$ cat src/rtl/la_bec_alu.sv
// Operand loader and multi-cycle add/subtract unit driven from logic-analyzer probes.
// Exports the result, carry/borrow, a done pulse, a one-hot FSM status and a sticky overrun flag.
module la_bec_alu #(
   parameter int WIDTH   = 8,
   parameter int LATENCY = 16
) (
   input  logic             wb_clk_i,
   input  logic             wb_rst_i,
   input  logic             wr_en,
   input  logic             wr_sel,
   input  logic [WIDTH-1:0] wr_data,
   input  logic             start,
   input  logic             mode,
   input  logic             clr_err,
   output logic [WIDTH-1:0] result,
   output logic             carry,
   output logic             done,
   output logic             busy,
   output logic [2:0]       status,
   output logic             overrun
);

   localparam int CW = $clog2(LATENCY + 1);
   localparam logic [CW-1:0] CNT_LAST = CW'(LATENCY - 1);

   typedef enum logic [1:0] {
      S_IDLE = 2'b00,
      S_LOAD = 2'b01,
      S_BUSY = 2'b10,
      S_DONE = 2'b11
   } state_t;

   state_t           state_q, state_d;
   logic [WIDTH-1:0] reg_a_q, reg_a_d;
   logic [WIDTH-1:0] reg_b_q, reg_b_d;
   logic             mode_q, mode_d;
   logic [CW-1:0]    count_q, count_d;
   logic [WIDTH-1:0] result_q, result_d;
   logic             carry_q, carry_d;
   logic             overrun_q, overrun_d;
   logic [WIDTH:0]   sum_s;
   logic [WIDTH:0]   diff_s;

   // The top bit of the widened difference is the unsigned borrow (A < B).
   assign sum_s  = {1'b0, reg_a_q} + {1'b0, reg_b_q};
   assign diff_s = {1'b0, reg_a_q} - {1'b0, reg_b_q};

   // Next-state, operand-load and result-capture logic.
   always_comb begin
      state_d   = state_q;
      reg_a_d   = reg_a_q;
      reg_b_d   = reg_b_q;
      mode_d    = mode_q;
      count_d   = count_q;
      result_d  = result_q;
      carry_d   = carry_q;
      overrun_d = overrun_q;

      if (clr_err) begin
         overrun_d = 1'b0;
      end else begin
         overrun_d = overrun_q;
      end

      case (state_q)
         S_IDLE, S_LOAD: begin
            if (wr_en) begin
               if (wr_sel) begin
                  reg_b_d = wr_data;
               end else begin
                  reg_a_d = wr_data;
               end
            end else begin
               reg_a_d = reg_a_q;
            end
            if (start) begin
               mode_d  = mode;
               count_d = {CW{1'b0}};
               state_d = S_BUSY;
            end else if (wr_en) begin
               state_d = S_LOAD;
            end else begin
               state_d = state_q;
            end
         end
         S_BUSY: begin
            // Violations set the flag after the clear so that set wins.
            if (wr_en || start) begin
               overrun_d = 1'b1;
            end else begin
               overrun_d = overrun_d;
            end
            if (count_q == CNT_LAST) begin
               count_d  = {CW{1'b0}};
               state_d  = S_DONE;
               result_d = mode_q ? diff_s[WIDTH-1:0] : sum_s[WIDTH-1:0];
               carry_d  = mode_q ? diff_s[WIDTH] : sum_s[WIDTH];
            end else begin
               count_d = count_q + CW'(1);
            end
         end
         S_DONE: begin
            if (wr_en || start) begin
               overrun_d = 1'b1;
            end else begin
               overrun_d = overrun_d;
            end
            state_d = S_IDLE;
         end
         default: begin
            state_d = S_IDLE;
         end
      endcase
   end

   // State and datapath registers with synchronous active-low reset.
   always_ff @(posedge wb_clk_i) begin
      if (!wb_rst_i) begin
         state_q   <= S_IDLE;
         reg_a_q   <= {WIDTH{1'b0}};
         reg_b_q   <= {WIDTH{1'b0}};
         mode_q    <= 1'b0;
         count_q   <= {CW{1'b0}};
         result_q  <= {WIDTH{1'b0}};
         carry_q   <= 1'b0;
         overrun_q <= 1'b0;
      end else begin
         state_q   <= state_d;
         reg_a_q   <= reg_a_d;
         reg_b_q   <= reg_b_d;
         mode_q    <= mode_d;
         count_q   <= count_d;
         result_q  <= result_d;
         carry_q   <= carry_d;
         overrun_q <= overrun_d;
      end
   end

   // Status is a direct decode of the state register.
   always_comb begin
      status = 3'b000;
      case (state_q)
         S_IDLE:  status = 3'b000;
         S_LOAD:  status = 3'b100;
         S_BUSY:  status = 3'b010;
         S_DONE:  status = 3'b001;
         default: status = 3'b000;
      endcase
   end

   assign busy    = (state_q == S_BUSY);
   assign done    = (state_q == S_DONE);
   assign result  = result_q;
   assign carry   = carry_q;
   assign overrun = overrun_q;

endmodule

$ cat config.mk
export PLATFORM = sky130hd
export DESIGN_NAME = la_bec_alu
export DESIGN_NICKNAME = d
export VERILOG_FILES = /design/src/rtl/la_bec_alu.sv
export SDC_FILE = /design/constraint.sdc
export NUM_CORES = 1
export LEC_CHECK = 0
export BUFFER_PORTS_ARGS = -buffer_cell sky130_fd_sc_hd__buf_2
export CORE_MARGIN = 1
export CORE_UTILIZATION = 61
export DETAILED_ROUTE_END_ITERATION = 16
export PLACE_DENSITY = 0.86
export SYNTH_ARGS = -nofsm -noshare
export SYNTH_HDL_FRONTEND = slang
export SYNTH_SLANG_ARGS = --single-unit
$ cat constraint.sdc
create_clock -name wb_clk_i -period 6.18 [get_ports wb_clk_i]
set_clock_uncertainty 0.2 [all_clocks]
set_input_delay 1.236 -clock wb_clk_i [delete_from_list [all_inputs] [get_ports wb_clk_i]]
set_output_delay 1.236 -clock wb_clk_i [all_outputs]
set_load 0.02 [all_outputs]
======== Yosys cells after proc, flatten, opt, wreduce, memory -nomap -nowiden ========
Index checks and enable logic that the tools add are counted.
storage, ports and cells
  RAM bits ................................ 0
  register bits ........................... 34
  bits in read-only memories .............. 0
  memories kept ........................... 0
  input port bits ......................... 15
  bits in latches ......................... 0
cells by class
  muxes and demuxes ....................... 13
  multipliers ............................. 0
  shift-type cells ........................ 0
  eq/ne operators ......................... 7
  div/mod/pow operators ................... 0
  bitwise logic cells ..................... 1
  reductions and logical operators ........ 11
  add/subtract/negate cells ............... 3
  order comparisons ....................... 0
operators with widths
  kind                 count
  $pmux 3 s4           1
  $mux 5               2
  $pmux 5 s2           1
  $add 8x8->9          1
  $sub 8x8->9          1
  $mux 8               1
  $reduce_and 2->1     4
  $mux 2               3
  $pmux 2 s3           1
  $reduce_and 3->1     2
  $add 5x1->5 const B  1
  $eq 5x4->1 const B   1
  $eq 2x2->1 const B   2
  $mux 1               4
  $reduce_or 2->1      2
  $ne 3x3->1 const B   1
  $eq 2x1->1 const B   1
  $logic_not 2->1      1
  $ne 2x1->1 const B   1
  $ne 2x2->1 const B   1
  $reduce_bool 2->1    1
  $logic_or 1x1->1     1
  $not 1->1            1

======== Longest topological paths before layout ========
  depth in word-level cells ............... 4
  gate-level depth with buffers ........... 8

======== Worst setup path after synthesis ========
OpenSTA, ideal clock, no wires.
  path kind ............................... flip-flop to output port
  start point ............................. register state_q[1]
  end point ............................... output status[0]
  arrival time ............................ 1.039 ns
  stages on the path, launching flop included .. 4
  required time ........................... 4.744 ns
  path slack .............................. 3.705 ns
  cell sequence ........................... dfxtp_1 clkbuf_1 and2_1 buf_4
between the ends
  longest elaborated chain between the ends .. 2
ends and longest elaborated chain
  what                      line  RTL
  start: declaration        33    state_t state_q, state_d;
  start signal: assignment  128   state_q <= state_d;
  $eq 2x2->1                n/a
  via done                  17    output logic done,
  $pmux 3 s4                142   case (state_q)
  end: declaration          19    output logic [2:0] status,
The timed path passes the listed nets, and every way through them passes these cells.

======== Worst setup path after layout ========
  start point ............................. register state_q[1]
  end point ............................... output status[1]
between the ends
  longest elaborated chain between the ends .. 2
ends and longest elaborated chain
  what                                      line
  $eq 2x2->1, or another cell as far along  142
  $pmux 3 s4 *                              142
Mark *: on every way between the ends. The rest lies on a longest branch, timed or not.

==> flow_summary.yaml <==
setup_path:
  max_stage_delay_ns: 0.56
  path_cells: "nand2b_1, inv_1, buf_2"
  path_buf_inv: 2
  critPathMaxFanout: 13
  endpoint_kind: "output pin"
  crit_slowest_cell: "dfxtp_1"
  startpoint: "state_q[1]"
  r2r_start: "reg_b_q[0]"
  critPathLaunchType: "register"
  setup.worst_path.class: "register to output pin"
  crit_required_ns: 4.74
  r2r.worst_path.cells: 8
  cp.arrival_ns: 1.37
  r2r_end: "result[6]"
  path_delay_family: "flip-flops"
  ff2ff_setup_slack_ns: 3.97
route:
  avgViaCountPerCell: 5.632
  postRouteAntennaNets: 0
  drt-initial-drc-count: 102
  drcViolationCount: 0
  drt-wirelength-per-cell_um: 13.08
  dr_total_vias: 1774
  wl_um: 4119
  drt_first_pass_iters: 4
pwr:
  combPwrFrac_pct: 17.1
  p_sw_mw: 0.1305
  p_sw_share_pct: 29.28
  intPower_mw: 0.3153
  power.total_mw: 0.4458
  p_leak_nw: 1.019
  clock_power_share_pct: 29.9
  powerDensity_nw_per_um2: 191.0
  ir_drop_mv: 0.1667
  p_seq_share_pct: 52.9
yosys:
  synth_top_cell_by_area: "dfxtp_1"
  netlist.area_leader.share_pct: 31.85
  synth_seq_area_share_pct: 31.85
  syn_area_um2: 2137
  syn_inst: 245
  synth_flop_cell: "dfxtp_1"
  synth_edf_count: 0
  ys_warn_count: 0
  synth_seq_cells: 34
  syn_nets: 280
  avgSynthCellArea_um2: 8.723
  ys_top_cells_by_area: "dfxtp_1 32%, ha_1 11%, nor2b_1 8.5%"
  async_flop_share_pct: 0
  ys_types: 45
run:
  maxCapViolCount: 0
place:
  place_worst_setup_slack_ns: 3.584
  hpwl_um: 3067
  place.gp.congestion: 0.9079
  io_buffers: 29
grt:
  antenna_found_initial: 0
  globalRouteTotalUtil_pct: 24.72
  grt_max_degree: 43
  grt_pass1_vias: 1552
  grt_pass1_wl_um: 6741
  grt.overflow.total: 0
clocking:
  htree_levels: 2
  path_clk_slew_ns: 0.11
  ctsLongestPathBuffers: 2
  cts_tree: "built"
  cts-resized-gates: 0
  clock_tree.root_cell: "clkbuf_4"
  cts_buffers: 5
  hold_buffers: 0
  cts.sinks: 34
  clk_latency_ns: 0.35
  cts_setup_buffers: 0
sta:
  max_freq_mhz: 356.0
  slew_headroom_pct: 58.95
  worstMarginPinSlew_ns: 0.6149
  finalWorstSetupSlack_ns: 3.371
  setup-violations-final: 0
  slew_violations: 0
  fin_setup_tns_ns: 0
  finalHoldViolations: 0
  rsz0062_at_grt: "no"
  fin_crit_sh_pct: 45.46
  finalCriticalPeriod_ns: 2.809
floorplan:
  design.core.area_um2: 3337
  start_util_pct: 64.04
  die_w_um: 61.19
  ios: 30
  die_h_um: 61.19
  rows: 21
  die_area_um2: 3744
layout:
  seq_area_um2: 680.7
  drive_gt1_share_pct: 14.87
  multi_input_area_um2: 1320
  final_common_cell: "dfxtp_1"
  fill_cells: 268
  areaGrowthSynthToFinish_pct: 9.251
  layout_common_cells: "34 x dfxtp_1, 29 x nor2b_1, 29 x buf_2, 18 x ha_1, 16 x inv_1"
  diodes: 0
  fin_nets: 303
min_path:
  hp-start: "result[6]"
  hold_depth: 2
  hold_end: "result[6]"
  holdCritPathClass: "register to register"
run_status:
  outcome: "finished, final reports clean"
## worst min-delay path, stage by stage (launching register included)
cell	delay (ns)
dfxtp_1	0.33
nand3_1	0.06
o31ai_1	0.06
## how the worst max path moves through the flow
stage                           end  depth (start not counted)
after floorplan           status[0]                          3
after global placement    result[7]                          4
after detailed placement  result[7]                          4
after CTS                 status[1]                          3
after global routing           busy                          3
final                     status[1]                          3
## stage by stage
stage	area (µm²)	util, %	instances	hold slack (ns)
after floorplan	2137	-	245	0.2582
after global placement	2271	68.05	307	0.2515
after detailed placement	2271	68.05	307	0.2583
after CTS	2335	69.97	315	0.2743
after global routing	2335	69.97	315	0.2898
final	2335	69.97	315	0.2718
## logic make-up (layout without fill, tap and decap cells)
kind of cell | after synthesis | in the layout | share of synthesized area, %
fa+ha+maj | 20 | 20 | 12.41
mux | 16 | 16 | 7.552
simple gates | 91 | 91 | 24.53
buf+inv | 30 | 54 | 6.382
xor+xnor | 2 | 2 | 0.8198
flops | 34 | 34 | 31.85
compound gates | 52 | 52 | 16.45
## sequential cells by signal, summed over array words and instances, names as in the netlist
signal / flops
carry: 1
count_q: 5
mode_q: 1
overrun: 1
reg_a_q: 8
reg_b_q: 8
result: 8
state_q: 2
## cell usage after synthesis, drive strengths merged, types with 2 or more instances
| master | number |
|---|---|
| o21ai | 13 |
| nor3b | 6 |
| ha | 18 |
| nand2 | 8 |
| o311ai | 2 |
| mux2i | 15 |
| nor2b | 29 |
| inv | 16 |
| fa | 2 |
| buf | 8 |
| clkbuf | 6 |
| a21oi | 11 |
| a21o | 4 |
| a221o | 2 |
| o31ai | 3 |
| nand4 | 3 |
| and4 | 2 |
| a31oi | 2 |
| o2111ai | 2 |
| dfxtp | 34 |
| nand3 | 14 |
| o211a | 2 |
| and2 | 4 |
| nor3 | 4 |
| nor2 | 9 |
| a211oi | 3 |
| and3 | 2 |
| nand2b | 6 |
## metal layers
metal  global-route usage, %  up-vias  part of all wire [%]
met5                       0        -                     0
met4                   12.01        0                   1.7
met3                   5.462        6                   4.7
met2                   37.58       36                    45
met1                   33.25      827                    49
li1                        -      905                     -
## power by group through the flow
stage | combinational [mW] | sequential (mW) | clock, mW
floorplan | 0.0612 | 0.237 | 0
global placement | 0.0740 | 0.240 | 0
detailed placement | 0.0760 | 0.241 | 0
CTS | 0.0762 | 0.236 | 0.136
global route | 0.0863 | 0.238 | 0.148
finish | 0.0764 | 0.236 | 0.133
## cell type report
cell class | instances | share of cell area [%]
clock buffer | 6 | 2.197
clock inverter | 2 | 0.5359
inverter | 16 | 2.572
multi-input combinational | 181 | 56.54
sequential | 34 | 29.15
tap | 46 | 2.465
timing repair buffer | 30 | 6.538
No activity file was read; power rests on OpenSTA's default activity.
